[src/rtl/sipo_deser_pkg.sv]
// sipo_deser_pkg: shared state encoding and default word width for the deserializer.
package sipo_deser_pkg;
    localparam logic ST_EMPTY = 1'b0;
    localparam logic ST_FULL = 1'b1;
    localparam int DEFAULT_WIDTH = 4;
    typedef enum logic {S_EMPTY = ST_EMPTY, S_FULL = ST_FULL} state_t;
endpackage

[src/rtl/sipo_shift_core.sv]
// sipo_shift_core: shift register and bit counter; word is the assembled value including the current bit.
module sipo_shift_core import sipo_deser_pkg::*; #(
    parameter int WIDTH = DEFAULT_WIDTH,
    parameter bit MSB_FIRST = 1'b1
) (
    input  logic             clk,
    input  logic             reset,
    input  logic             sin,
    input  logic             sin_valid,
    output logic [WIDTH-1:0] word,
    output logic             word_done
);
    localparam int CW = $clog2(WIDTH);
    logic [WIDTH-1:0] sr;
    logic [CW-1:0] cnt;
    always_comb begin
        word = MSB_FIRST ? {sr[WIDTH-2:0], sin} : {sin, sr[WIDTH-1:1]};
        word_done = sin_valid && (cnt == CW'(WIDTH - 1));
    end
    always_ff @(posedge clk or negedge reset) begin
        if (!reset) begin
            sr <= '0;
            cnt <= '0;
        end else if (sin_valid) begin
            sr <= word;
            cnt <= word_done ? '0 : cnt + CW'(1);
        end
    end
endmodule

[src/rtl/sipo_deser.sv]
// sipo_deser: serial-in/parallel-out deserializer with a valid/ready output holding register and sticky overrun.
module sipo_deser import sipo_deser_pkg::*; #(
    parameter int WIDTH = DEFAULT_WIDTH,
    parameter bit MSB_FIRST = 1'b1
) (
    input  logic             clk,
    input  logic             reset,
    input  logic             sin,
    input  logic             sin_valid,
    output logic [WIDTH-1:0] dout,
    output logic             dout_valid,
    input  logic             dout_ready,
    output logic             overrun,
    input  logic             ovr_clr
);
    state_t state, state_nxt;
    logic [WIDTH-1:0] word;
    logic word_done, load, ovr_set;
    sipo_shift_core #(.WIDTH(WIDTH), .MSB_FIRST(MSB_FIRST)) u_core (
        .clk(clk),
        .reset(reset),
        .sin(sin),
        .sin_valid(sin_valid),
        .word(word),
        .word_done(word_done)
    );
    // A completing word is dropped only when the held word is not being consumed on the same edge.
    always_comb begin
        load = word_done && (state == S_EMPTY || dout_ready);
        ovr_set = word_done && state == S_FULL && !dout_ready;
        state_nxt = word_done ? S_FULL : (state == S_FULL && dout_ready) ? S_EMPTY : state;
        dout_valid = state == S_FULL;
    end
    always_ff @(posedge clk or negedge reset) begin
        if (!reset) begin
            state <= S_EMPTY;
            dout <= '0;
            overrun <= 1'b0;
        end else begin
            state <= state_nxt;
            dout <= load ? word : dout;
            overrun <= ovr_set ? 1'b1 : ovr_clr ? 1'b0 : overrun;
        end
    end
endmodule

[config.mk]
export PLATFORM = sky130hd
export DESIGN_NAME = sipo_deser
export DESIGN_NICKNAME = d
export VERILOG_FILES = /design/src/rtl/sipo_deser_pkg.sv /design/src/rtl/sipo_shift_core.sv /design/src/rtl/sipo_deser.sv
export SDC_FILE = /design/constraint.sdc
export NUM_CORES = 1
export LEC_CHECK = 0
export BUFFER_PORTS_ARGS = -buffer_cell sky130_fd_sc_hd__buf_2
export CAP_MARGIN = 25
export CORE_AREA = 2 2 39 41
export CTS_CLUSTER_DIAMETER = 100
export DETAILED_ROUTE_END_ITERATION = 10
export DIE_AREA = 0 0 41 43
export GPL_TIMING_DRIVEN = 0
export HOLD_SLACK_MARGIN = 0.15
export PLACE_DENSITY_LB_ADDON = 0.08
export SLEW_MARGIN = 15
export SYNTH_ARGS = -nofsm -noshare
export SYNTH_HDL_FRONTEND = slang
export SYNTH_SLANG_ARGS = --single-unit
export TNS_END_PERCENT = 5
[constraint.sdc]
create_clock -name clk -period 3.67 [get_ports clk]
set_input_delay 0.1835 -clock clk [delete_from_list [all_inputs] [get_ports clk]]
set_output_delay 0.1835 -clock clk [all_outputs]
set_load 0.1 [all_outputs]
==> flow_summary_export.csv <==
group,metric,value,unit
logic_synthesis,synthMuxAreaShare,0.228,
logic_synthesis,syn_area_per_cell,15.4,µm²
clock_tree,cts_setup_buffers,0,
sta,rsz0062_at_grt,"false",
logic_synthesis,synthSimpleGateAreaFrac,0.0871,
clock_tree,cts_buffer_depth,2,
sta,max_freq,0.766,GHz
logic_synthesis,synth_compound_area_frac,0.0140,
drt,vias,273,
drt,first_pass_iters,1,
floorplanning,die_h,43,µm
sta,max_slew_margin,0.677,
cells_and_area,syn2layout_area_growth,26.1,%
logic_synthesis,synth_fa_ha_area_frac,0.0281,
clock_tree,numClockSinks,11,
global_routing,grt_max_degree,12,
sta,hold_viol,0,
placed_design,port_buffers,10,
worst_setup_path,critical_path_required,3.81,ns
global_routing,grt-ovfl-total,0,
logic_synthesis,netlist.area_leader.share,0.618,
worst_setup_path,cp.arrival,1.45,ns
sta,hold_ws,0.174,ns
logic_synthesis,synthCells,29,
clock_tree,cts-root-buf,"clkbuf_4",
drt,drc_errors,0,
job,drv_cap,0,
logic_synthesis,yosysSeqAreaShare,0.618,
sta,period_needed,1.30,ns
global_routing,grt_usage,0.113,
floorplanning,io_pins,12,
global_routing,grt_pass1_vias,306,
worst_setup_path,endpoint_kind,"flop",
cells_and_area,fin_nets,53,
floorplanning,rows,14,
status,status,"finished clean",
worst_setup_path,crit_path_start_kind,"flop",
logic_synthesis,synthXorXnorAreaFrac,0,
logic_synthesis,synthTopCellsByArea,"dfrtp_1 (62%), mux2_2 (23%), nor2b_4 (3.1%), ha_1 (2.8%), nand2_4 (2.5%)",
sta,setup_viol,0,
sta,tns,0,ns
cells_and_area,multi_input_area,159,µm²
drt,wirelength,762,µm
floorplanning,start_util,0.322,
clock_tree,cts_tree,"done",
logic_synthesis,syn_nets,36,
logic_synthesis,ys_types,11,
clock_tree,htree_levels,1,
drt,via_per_inst,4.48,
floorplanning,core_area,1380,µm²
logic_synthesis,yosysTopAreaCell,"dfrtp_1",
sta,fin_worst_skew,0.000426,ns
drt,drt_iter0_markers,0,
worst_setup_path,crit_type,"reg2reg",
drt,wire_per_inst,12.5,µm
worst_setup_path,path_max_fanout,4,
global_routing,grt_pass1_wl,1.28,mm
clock_tree,numCtsBuffers,3,
global_routing,antenna_found_initial,0,
cells_and_area,area.sequential,275,µm²
clock_tree,clkLatencyLatePin,0.26,ns
logic_synthesis,synth_area,445,µm²
logic_synthesis,synth_top_family_by_area,"multiplexers",
drt,antenna_left,0,
floorplanning,dieArea,1760,µm²
sta,worstMarginPinSlew,0.487,ns
logic_synthesis,ys_seq_elements,11,
cells_and_area,num_antenna_cells,0,
clock_tree,path_clk_slew,0.07,ns
sta,fin_crit_sh,0.356,
cells_and_area,drive_gt1_frac,0.556,
logic_synthesis,yosysWarnings,0,
placed_design,finalWeightedCongestion,0.588,
worst_hold_path,min_path_type,"in2reg",
floorplanning,die_x,41,µm
cells_and_area,nFillCells,137,
sta,slew_violations,0,
==> kinds of logic (layout without fill, tap and decap cells) <==
family                     count (synthesis)  count (layout)
DFF                                       11              11
AOI/OAI and AO/OA                          1               1
adders and majority gates                  1               1
buffers and inverters                      2              18
and+or+nand+nor                            5               5
muxes                                      9               9
==> worst paths after layout <==
path / endpoint / slack (ns) / start / depth (start not counted)
min in group asynchronous: u_core.cnt[0]$_DFFE_PN0P_ / 0.32 / reset / 2
max: dout[3]$_DFFE_PN0P_ / 2.37 / u_core.cnt[0]$_DFFE_PN0P_ / 4
max in group asynchronous: dout[3]$_DFFE_PN0P_ / 3.15 / reset / 2
max reg2reg: dout[3]$_DFFE_PN0P_ / 2.37 / u_core.cnt[0]$_DFFE_PN0P_ / 4
min reg2reg: dout[1]$_DFFE_PN0P_ / 0.51 / dout[1]$_DFFE_PN0P_ / 1
min: u_core.sr[0]$_DFFE_PN0P_ / 0.17 / sin / 2
==> timing repair <==
action,4_1_cts,5_1_grt
hold buffers,2,0
resized for setup,0,0
endpoints found under the hold margin,12,0
endpoints found under the setup margin,0,0
==> synthesized netlist by cell type, drive strengths merged <==
cell type,instances
mux2,9
o22ai,1
inv,1
nor2b,1
nand2,2
ha,1
dfrtp,11
nor2,1
buf,1
nand2b,1
==> state kept, by name, indices dropped and copies added (netlist names) <==
register    flops
dout_valid      1
u_core.sr       3
u_core.cnt      2
dout            4
overrun         1
==> placed cells by master, fill, tap and decap left out <==
master,count
ha_1,1
nor2b_4,1
nor2_1,1
mux2_2,9
nand2b_1,1
buf_4,1
buf_2,10
inv_1,1
nand2_4,1
dfrtp_1,11
clkbuf_1,1
dlygate4sd3_1,2
nand2_1,1
o22ai_1,1
clkbuf_4,3
==> metal layers <==
metal  share of wire  track usage  vias up
li1                -            -      130
met1            0.41        0.108      136
met2            0.52        0.191        7
met3           0.072       0.0471        0
met4               0       0.0600        0
met5               0            0        -
==> worst max-delay path, stage by stage (launching register included) <==
cell and delay [ns]:
dfrtp_1 0.37, ha_1 0.22, nand2_4 0.08, nor2b_4 0.17, mux2_2 0.35
==> through the flow <==
stage / std cells / worst slack, ns / utilization / cell area, µm²
after floorplan: 29 / 2.03 / - / 445
after global placement: 55 / 2.40 / 0.373 / 515
after detailed placement: 55 / 2.35 / 0.373 / 515
after CTS: 61 / 2.34 / 0.406 / 562
after global routing: 61 / 2.28 / 0.406 / 562
final: 61 / 2.37 / 0.406 / 562
==> layout make-up <==
type,instances,area share
buffer,1,0.0134
inverter,1,0.00668
sequential,11,0.490
multi-input combinational,16,0.283
tap,16,0.0356
timing repair buffer,12,0.125
clock buffer,4,0.0468
Power is not shown: default switching activity piles up to over one toggle a cycle in this logic, so the estimate is an artifact.
